**src/rtl/mc5_pwm_commutator.sv**
```systemverilog
// Six-step BLDC commutator: hall-decoded leg roles, PWM on the source leg, per-leg dead time,
// RUN/FAULT supervision with watchdog. Define MC5_BRAKE_EN to brake on the low sides at zero duty.
module mc5_pwm_commutator #(
  parameter int PWM_PERIOD = 1000,
  parameter int DEAD_TIME  = 20,
  parameter int TIMEOUT    = 100000
) (
  input  logic        clk,
  input  logic        reset_n,
  input  logic [15:0] pwm_data,
  input  logic        pwm_valid,
  output logic        pwm_ready,
  input  logic        fault_in,
  input  logic        fault_clear,
  input  logic [2:0]  hall_uvw,
  input  logic        driver_otw_n,
  input  logic        driver_fault_n,
  output logic        status_driver_otw_n,
  output logic        status_driver_fault_n,
  output logic        status_hall_fault_n,
  output logic [2:0]  gate_h,
  output logic [2:0]  gate_l
);
  localparam int CW = (PWM_PERIOD > 1) ? $clog2(PWM_PERIOD) : 1;
  localparam int DW = (DEAD_TIME > 0) ? $clog2(DEAD_TIME + 1) : 1;
  localparam int WW = $clog2(TIMEOUT + 1);
  localparam logic [CW-1:0] CNT_LAST = CW'(PWM_PERIOD - 1);
  localparam logic [DW-1:0] DT_LOAD  = DW'((DEAD_TIME > 0) ? DEAD_TIME - 1 : 0);
  localparam logic [WW-1:0] WD_LIMIT = WW'(TIMEOUT);
  localparam logic signed [16:0] DPOS = 17'(PWM_PERIOD - 1);
  localparam logic signed [16:0] DNEG = -DPOS;

  typedef enum logic {ST_RUN, ST_FAULT} state_t;
  typedef enum logic [1:0] {LEG_OFF, LEG_SRC, LEG_SNK} leg_t;

  state_t             state_q;
  logic [CW-1:0]      cnt_q;
  logic signed [15:0] duty_q, pend_duty_q;
  logic               pend_q;
  logic [WW-1:0]      wd_q;
  logic [2:0]         hall_s1_q, hall_s2_q;
  logic               otw_s1_q, otw_s2_q, flt_s1_q, flt_s2_q;
  leg_t               role_q [3];
  leg_t               role_d [3];
  logic [DW-1:0]      dt_q [3];
  logic [2:0]         gh_q, gl_q, gh_d, gl_d;
  logic               hall_bad, wd_expired, fault_src, accept, wrap;
  logic signed [16:0] din;
  logic signed [15:0] sat_duty;
  logic [15:0]        mag, cnt16;
  logic [1:0]         pos_leg, neg_leg, src_leg, snk_leg;

  always_ff @(posedge clk or negedge reset_n) begin
    if (!reset_n) begin
      hall_s1_q <= 3'b001;
      hall_s2_q <= 3'b001;
      otw_s1_q  <= 1'b1;
      otw_s2_q  <= 1'b1;
      flt_s1_q  <= 1'b1;
      flt_s2_q  <= 1'b1;
    end else begin
      hall_s1_q <= hall_uvw;
      hall_s2_q <= hall_s1_q;
      otw_s1_q  <= driver_otw_n;
      otw_s2_q  <= otw_s1_q;
      flt_s1_q  <= driver_fault_n;
      flt_s2_q  <= flt_s1_q;
    end
  end

  assign status_hall_fault_n   = !hall_bad;
  assign status_driver_otw_n   = otw_s2_q;
  assign status_driver_fault_n = flt_s2_q;
  assign hall_bad   = (hall_s2_q == 3'b000) || (hall_s2_q == 3'b111);
  assign wd_expired = (wd_q == WD_LIMIT);
  assign fault_src  = fault_in || !flt_s2_q || hall_bad || wd_expired;
  assign pwm_ready  = (state_q == ST_RUN) && !pend_q;
  assign accept     = pwm_valid && pwm_ready;
  assign wrap       = (cnt_q == '0);
  assign mag        = duty_q[15] ? $unsigned(-duty_q) : $unsigned(duty_q);
  assign cnt16      = 16'(cnt_q);
  assign gate_h     = gh_q;
  assign gate_l     = gl_q;

  // Saturate on acceptance so the active duty is always within +/-(PWM_PERIOD-1).
  always_comb begin
    din = $signed({pwm_data[15], pwm_data});
    if (din > DPOS)      sat_duty = DPOS[15:0];
    else if (din < DNEG) sat_duty = DNEG[15:0];
    else                 sat_duty = din[15:0];
  end

  // Leg index 2=U, 1=V, 0=W; index 3 means no leg (invalid hall code).
  always_comb begin
    pos_leg = 2'd3;
    neg_leg = 2'd3;
    case (hall_s2_q)
      3'b101:  begin pos_leg = 2'd2; neg_leg = 2'd1; end
      3'b100:  begin pos_leg = 2'd2; neg_leg = 2'd0; end
      3'b110:  begin pos_leg = 2'd1; neg_leg = 2'd0; end
      3'b010:  begin pos_leg = 2'd1; neg_leg = 2'd2; end
      3'b011:  begin pos_leg = 2'd0; neg_leg = 2'd2; end
      3'b001:  begin pos_leg = 2'd0; neg_leg = 2'd1; end
      default: ;
    endcase
    src_leg = duty_q[15] ? neg_leg : pos_leg;
    snk_leg = duty_q[15] ? pos_leg : neg_leg;
    for (int unsigned i = 0; i < 3; i++) begin
      role_d[i] = LEG_OFF;
      if (state_q == ST_RUN) begin
        if (mag != '0) begin
          if (2'(i) == src_leg)      role_d[i] = LEG_SRC;
          else if (2'(i) == snk_leg) role_d[i] = LEG_SNK;
        end
`ifdef MC5_BRAKE_EN
        if (mag == '0) role_d[i] = LEG_SNK;
`endif
      end
    end
  end

  // A role change blanks the leg on the detecting cycle plus DEAD_TIME-1 countdown cycles.
  always_comb begin
    gh_d = '0;
    gl_d = '0;
    for (int unsigned i = 0; i < 3; i++) begin
      if (state_q == ST_RUN && !fault_src && role_d[i] == role_q[i] && dt_q[i] == '0) begin
        gh_d[i] = (role_q[i] == LEG_SRC) && (cnt16 < mag);
        gl_d[i] = (role_q[i] == LEG_SNK);
      end
    end
  end

  always_ff @(posedge clk or negedge reset_n) begin
    if (!reset_n) begin
      for (int unsigned i = 0; i < 3; i++) begin
        role_q[i] <= LEG_OFF;
        dt_q[i]   <= '0;
      end
      gh_q <= '0;
      gl_q <= '0;
    end else begin
      for (int unsigned i = 0; i < 3; i++) begin
        if (role_d[i] != role_q[i]) begin
          role_q[i] <= role_d[i];
          dt_q[i]   <= DT_LOAD;
        end else if (dt_q[i] != '0) begin
          dt_q[i] <= dt_q[i] - 1'b1;
        end
      end
      gh_q <= gh_d;
      gl_q <= gl_d;
    end
  end

  always_ff @(posedge clk or negedge reset_n) begin
    if (!reset_n) begin
      state_q     <= ST_FAULT;
      cnt_q       <= '0;
      duty_q      <= '0;
      pend_duty_q <= '0;
      pend_q      <= 1'b0;
      wd_q        <= '0;
    end else begin
      cnt_q <= (cnt_q == CNT_LAST) ? '0 : cnt_q + 1'b1;
      case (state_q)
        ST_RUN: begin
          if (fault_src) begin
            state_q <= ST_FAULT;
            duty_q  <= '0;
            pend_q  <= 1'b0;
            wd_q    <= '0;
          end else begin
            if (accept) begin
              pend_q      <= 1'b1;
              pend_duty_q <= sat_duty;
              wd_q        <= '0;
            end else if (!wd_expired) begin
              wd_q <= wd_q + 1'b1;
            end
            if (wrap && pend_q) begin
              duty_q <= pend_duty_q;
              pend_q <= 1'b0;
            end
          end
        end
        default: begin
          duty_q <= '0;
          pend_q <= 1'b0;
          wd_q   <= '0;
          if (fault_clear && !fault_src) state_q <= ST_RUN;
        end
      endcase
    end
  end
endmodule
```
**config.mk**
```make
export PLATFORM = sky130hd
export DESIGN_NAME = mc5_pwm_commutator
export DESIGN_NICKNAME = d
export VERILOG_FILES = /design/src/rtl/mc5_pwm_commutator.sv
export SDC_FILE = /design/constraint.sdc
export NUM_CORES = 1
export LEC_CHECK = 0
export BUFFER_PORTS_ARGS = -buffer_cell sky130_fd_sc_hd__buf_4
export CELL_PAD_IN_SITES_DETAIL_PLACEMENT = 1
export CELL_PAD_IN_SITES_GLOBAL_PLACEMENT = 1
export CORE_MARGIN = 1.5
export CORE_UTILIZATION = 39
export DETAILED_ROUTE_END_ITERATION = 10
export PLACE_DENSITY_LB_ADDON = 0.1
export SYNTH_ARGS = -nofsm -noshare
export SYNTH_HDL_FRONTEND = slang
export SYNTH_SLANG_ARGS = --single-unit
```
**constraint.sdc**
```tcl
create_clock -name clk -period 7.5 [get_ports clk]
set_input_delay 1.875 -clock clk [delete_from_list [all_inputs] [get_ports clk]]
set_output_delay 1.875 -clock clk [all_outputs]
set_load 0.1 [all_outputs]
```
; ---- Yosys cells after proc, flatten, opt, wreduce, memory -nomap -nowiden
; Cells that the tools add are included.
[word_totals]
output_inout_bits = 10
register_bits = 98
in_bits = 26
elab_cells = 148
[op_classes]
n_mux = 46
n_eq_ne = 26
n_reduce_logical = 45
magnitude_cmp = 3
add_sub_neg = 6
bitwise_logic = 2
[op_table]
columns = cell, n
row1 = $mux 16, 6
row2 = $mux 17, 4
row3 = $mux 5, 6
row4 = $mux 2, 14
row5 = $add 17x1->17 const B, 1
row6 = $eq 17x17->1 const B, 1
row7 = $gt 16x11->1 const B, 1
row8 = $lt 10x16->1, 1
row9 = $lt 16x11->1 const B, 1
row10 = $neg 16->16, 1
row11 = $reduce_bool 16->1, 1
row12 = $logic_not 5->1, 3
row13 = $reduce_bool 5->1, 3
row14 = $sub 5x1->5 const B, 3
row15 = $logic_and 1x1->1, 14
row16 = $mux 1, 13
row17 = $eq 3x3->1 const B, 4
row18 = $pmux 2 s3, 2
row19 = $reduce_or 2->1, 6
row20 = $add 10x1->10 const B, 1
row21 = $eq 10x10->1 const B, 1
row22 = $logic_not 10->1, 1
row23 = $mux 10, 1
row24 = $eq 2x1->1 const B, 3
row25 = other kinds (17), 36

; ---- Depth between registers and ports, before layout
[logic_depth]
depth_word = 13
ltp_mapped = 11
ltp_nobuf = 11

; ---- Least setup slack after synthesis
; Ideal clock, no wire load.
[synth_path]
path_type = register to output
from = register hall_s2_q[0]
to = output status_hall_fault_n
arrival_time_ns = 2.158
path_stages_with_launch = 4
n_path_buf = 1
required_time_ns = 5.625
setup_slack_ns = 3.467
cell_sequence = dfstp_2 -> clkbuf_1 -> nor3_1 -> nor2_1
[synth_between]
elab_chain_len = 3
word_cells_on_any_way = 4
classes_between = eq/ne: 1 / reduce/logical: 3
[synth_lines]
columns = item, line
row1 = "start, declared", 41  ; logic [2:0] hall_s1_q, hall_s2_q;
row2 = "start signal, assigned", 63  ; hall_s2_q <= hall_s1_q;
row3 = $eq 3x3->1 / $logic_not 3->1 (equally long branches), 74  ; assign hall_bad = (hall_s2_q == 3'b000) || (hall_s2_q == 3'b111);
row4 = $logic_or 1x1->1 (*), 74
row5 = $logic_not 1->1 (*), 71  ; assign status_hall_fault_n = !hall_bad;
row6 = "end, declared", 20  ; output logic status_hall_fault_n,
; Mark *: on every way between the ends. The rest lies on a longest branch, timed or not.

; ---- Final worst setup path
[layout_path]
from = register hall_s2_q[2]
to = output status_hall_fault_n
; The elaborated chain is that of the path after synthesis.

==> impl_results.html <==
<table>
<tr><th>Metric</th><th>Value</th></tr>
<tr><th colspan="2">Min path</th></tr>
<tr><td>Hold Crit Start</td><td>hall_s1_q[1]</td></tr>
<tr><td>Class of the tightest hold or removal check</td><td>reg2reg</td></tr>
<tr><th colspan="2">Synthesis</th></tr>
<tr><td>Post-synthesis instance area</td><td>0.00533 mm^2</td></tr>
<tr><td>FF+latch count, synth</td><td>98</td></tr>
<tr><td>Syn Nets</td><td>600</td></tr>
<tr><td>Number of instances in the synthesized netlist</td><td>around 550</td></tr>
<tr><td>Post-synth EDFFs</td><td>0</td></tr>
<tr><td>Synth cell types</td><td>56</td></tr>
<tr><td>Predominant post-synthesis flop cell</td><td>sky130_fd_sc_hd__dfrtp_1</td></tr>
<tr><td>Post-synthesis sequential area ratio</td><td>46.2%</td></tr>
<tr><td>Proportion of synthesized flip-flops having asynchronous set or reset</td><td>100%</td></tr>
<tr><td>Leading post-synthesis cells by cell area</td><td>sky130_fd_sc_hd__dfrtp_1 43%, sky130_fd_sc_hd__nor2_1 6.1%, sky130_fd_sc_hd__ha_1 4.9%, sky130_fd_sc_hd__xnor2_1 3.9%, sky130_fd_sc_hd__mux2i_1 3.6%</td></tr>
<tr><td>Synthesized area per cell</td><td>9.63 um^2</td></tr>
<tr><td>Area share of the largest cell type after synthesis</td><td>around 43%</td></tr>
<tr><td>Number of warnings printed during yosys synthesis</td><td>0</td></tr>
<tr><td>Area leader, netlist</td><td>sky130_fd_sc_hd__dfrtp_1</td></tr>
<tr><th colspan="2">Clock network</th></tr>
<tr><td>Setup Fix Bufs, Post-CTS</td><td>0</td></tr>
<tr><td>Sinks on Clock Net</td><td>98</td></tr>
<tr><td>Clock-pin slew on the worst setup and hold paths</td><td>~0.07 ns</td></tr>
<tr><td>Number of buffers added by the clock tree synthesis step</td><td>9</td></tr>
<tr><td>CTS H-Tree Depth</td><td>3</td></tr>
<tr><td>Cell chosen for the clock root</td><td>sky130_fd_sc_hd__clkbuf_16</td></tr>
<tr><td>Worst skew pair latency</td><td>0.35 ns</td></tr>
<tr><td>Clock tree from TritonCTS</td><td>done</td></tr>
<tr><td>Hold buffers post-CTS</td><td>0</td></tr>
<tr><td>Cts repair resizes</td><td>0</td></tr>
<tr><td>Largest buffer count on any clock path</td><td>2</td></tr>
<tr><th colspan="2">Worst setup path</th></tr>
<tr><td>Worst Path Max Fanout</td><td>13</td></tr>
<tr><td>Setup CP Type</td><td>reg2out</td></tr>
<tr><td>Crit start category</td><td>flop</td></tr>
<tr><td>Required @ worst endpoint</td><td>approximately 5.6 ns</td></tr>
<tr><td>Source of the critical timing path</td><td>hall_s2_q[2]</td></tr>
<tr><td>Crit path capture type</td><td>output pin</td></tr>
<tr><td>Flop2flop setup slack</td><td>4.20 ns</td></tr>
<tr><td>Data arrival time at the worst-slack endpoint</td><td>between 1.5 and 2 ns</td></tr>
<tr><td>Crit Reg-Reg Startpoint</td><td>duty_q[0]</td></tr>
<tr><th colspan="2">Timing</th></tr>
<tr><td>Post-route clock skew</td><td>0.00936 ns</td></tr>
<tr><td>Portion of the clock cycle consumed by the worst path in the final layout</td><td>a little under half</td></tr>
<tr><td>Transition time at the pin with the least slew margin</td><td>1.26 ns</td></tr>
<tr><td>Final sum of negative setup slack</td><td>0 ns</td></tr>
<tr><td>Final number of max-transition violations</td><td>0</td></tr>
<tr><td>Number of hold-slack violations in the final timing report</td><td>0</td></tr>
<tr><td>Final Setup Violations</td><td>0</td></tr>
<tr><td>RSZ-0062 raised after global routing</td><td>false</td></tr>
<tr><td>Minimum clock period after layout</td><td>3.48 ns</td></tr>
<tr><td>Achievable Freq</td><td>about 0.29 GHz</td></tr>
<tr><td>Headroom to the max-slew limit</td><td>between 15 and 20%</td></tr>
<tr><th colspan="2">Global route</th></tr>
<tr><td>First-pass GRT wire length</td><td>21300 um</td></tr>
<tr><td>Antenna violations before repair</td><td>0</td></tr>
<tr><td>Remaining Overflow, GRT</td><td>0</td></tr>
<tr><td>Pin count of the biggest net entering global routing</td><td>between 50 and 60</td></tr>
<tr><td>Overall track demand over capacity in global routing</td><td>between 10% and 20%</td></tr>
<tr><td>Number of global-route vias before repair</td><td>between 4000 and 5000</td></tr>
<tr><th colspan="2">Die</th></tr>
<tr><td>Initial Utilization</td><td>between 40% and 50%</td></tr>
<tr><td>Core region area</td><td>~0.013 mm^2</td></tr>
<tr><td>Total die area</td><td>approximately 0.014 mm^2</td></tr>
<tr><td>Num rows</td><td>42</td></tr>
<tr><td>Number of primary I/O pins</td><td>36</td></tr>
<tr><td>Die extent in x</td><td>roughly 120 um</td></tr>
<tr><td>Die height</td><td>~120 um</td></tr>
<tr><th colspan="2">Placed design</th></tr>
<tr><td>Weighted congestion reported at the end of routability-driven placement</td><td>0.723</td></tr>
<tr><td>Hpwl dp</td><td>roughly 8600 um</td></tr>
<tr><td>I/O Buffers</td><td>35</td></tr>
<tr><th colspan="2">Finish</th></tr>
<tr><td>ANT cells</td><td>0</td></tr>
<tr><td>Share of cells above drive strength 1</td><td>between 10% and 20%</td></tr>
<tr><td>Count of filler cells inserted in the layout</td><td>about 1500</td></tr>
<tr><td>Syn-to-layout area delta</td><td>13.2%</td></tr>
<tr><td>Nets</td><td>624</td></tr>
<tr><th colspan="2">Drt</th></tr>
<tr><td>Length of the first detailed-routing pass in iterations</td><td>4</td></tr>
<tr><td>DRC violation total after the first TritonRoute iteration</td><td>~120</td></tr>
<tr><td>Detailed-route DRC error count</td><td>0</td></tr>
<tr><td>Vias after detailed routing</td><td>between 4000 and 5000</td></tr>
<tr><td>Routed wire length</td><td>between 10000 and 15000 um</td></tr>
<tr><td>Post-DR wirelength/cell</td><td>between 15 and 20 um</td></tr>
<tr><td>ANT nets after route</td><td>0</td></tr>
<tr><td>Post-DR vias/cell</td><td>approximately 5.4</td></tr>
<tr><th colspan="2">Pwr</th></tr>
<tr><td>Sum of internal, switching and leakage power</td><td>around 1.1 mW</td></tr>
<tr><td>Static leakage power</td><td>approximately 2.7 nW</td></tr>
<tr><td>Maximum vdd ir drop</td><td>a little over 80 uV</td></tr>
<tr><td>Cell area power density</td><td>approximately 180 mW/mm^2</td></tr>
<tr><th colspan="2">Run status</th></tr>
<tr><td>Run status</td><td>finished, final reports clean</td></tr>
<tr><th colspan="2">Run</th></tr>
<tr><td>Max_cap viols</td><td>0</td></tr>
</table>
## flip-flops by register name, summed over array words and instances (netlist names), 3 cells and up
| register | cells |
|---|---|
| role_q | 6 |
| duty_q | 16 |
| hall_s1_q | 3 |
| cnt_q | 10 |
| pend_duty_q | 16 |
| gate_h | 3 |
| gate_l | 3 |
| dt_q | 15 |
| hall_s2_q | 3 |
| wd_q | 17 |
## per-layer routing
layer,up-vias,track usage [%],wire length (um)
met5,-,0,0
li1,2000,-,-
met3,16,2.57,259
met1,2035,23.3,5590
met2,42,31.9,5890
met4,0,6.25,187
## layout by cell type (no fill, tap or decap), drive strengths merged, types with 3 or more instances in the layout
master / Yosys / layout
a211o: 5 / 5
a211oi: 6 / 6
a21o: 3 / 3
a21oi: 21 / 21
a31oi: 4 / 4
and3: 4 / 4
and4: 4 / 4
buf: 6 / 37
clkbuf: 18 / 11
dfrtp: 91 / 91
dfstp: 7 / 7
ha: 21 / 21
inv: 20 / 21
mux2i: 19 / 19
nand2: 40 / 40
nand2b: 10 / 10
nand3: 18 / 18
nand3b: 4 / 4
nand4: 9 / 9
nor2: 86 / 86
nor2b: 6 / 6
nor3: 17 / 17
nor3b: 4 / 4
nor4: 15 / 15
nor4b: 6 / 6
o2111ai: 3 / 3
o21ai: 35 / 35
o31ai: 4 / 4
o32a: 3 / 3
or4: 3 / 3
xnor2: 24 / 24
xor2: 16 / 16
## path summary, 6_finish.rpt
check / to / depth (start not counted)
min: hall_s2_q[1] / 0
max reg2reg: gate_h[0] / 9
min reg2reg: hall_s2_q[1] / 0
max in group asynchronous: duty_q[9] / 2
min in group asynchronous: cnt_q[7] / 1
max: status_hall_fault_n / 3
## synth_stat cells, drive strengths merged (5+ instances only)
cell / count
a21oi: 21
buf: 6
nand4: 9
nand3: 18
a211o: 5
nor4: 15
xor2: 16
nor2: 86
nand2b: 10
mux2i: 19
nand2: 40
inv: 20
nor2b: 6
xnor2: 24
ha: 21
dfrtp: 91
o21ai: 35
a211oi: 6
nor4b: 6
clkbuf: 18
dfstp: 7
nor3: 17
## power by group
part           switching, mW  internal, mW  leakage [nW]
combinational         0.0387        0.0214          1.26
clock                  0.204         0.270         0.148
sequential            0.0128         0.548          1.31
total                  0.255         0.840          2.72
## final cells by class
cell class                      count  area [um^2]  area share [%]
Clock buffer                       11          243            4.03
Clock inverter                      5         62.6            1.04
Inverter                           20         75.1            1.25
Multi-Input combinational cell    411         2690            44.6
Sequential cell                    98         2460            40.8
Tap cell                          176          220            3.65
Timing Repair Buffer               37          278            4.61
## logic make-up after synthesis
| family | synth area share [%] |
|---|---|
| AOI/OAI and AO/OA | 12.8 |
| xor gates and xnor gates | 6.58 |
| adders and majority gates | 4.93 |
| buffers and inverters | 3.31 |
| DFF | 46.2 |
| muxes | 3.57 |
| and+or+nand+nor | 22.6 |
## critical path, stage by stage (launching register included)
cell	delay (ns)
sky130_fd_sc_hd__dfrtp_1	0.53
sky130_fd_sc_hd__and3_1	0.26
sky130_fd_sc_hd__nor2_1	0.16
sky130_fd_sc_hd__buf_4	0.32
## stage by stage
step / hold WS [ns] / util, % / std cells / setup WS (ns) / instance area, um^2
global placement: 0.337 / 43.0 / 742 / 3.68 / 5720
finish: 0.349 / 45.3 / 758 / 4.02 / 6030
CTS: 0.353 / 45.3 / 758 / 3.97 / 6030
global route: 0.355 / 45.3 / 758 / 3.81 / 6030
floorplan: 0.331 / - / 553 / 3.47 / 5330
detailed placement: 0.337 / 43.0 / 742 / 3.62 / 5720
Note: power is estimated with default switching activity, not from simulation.
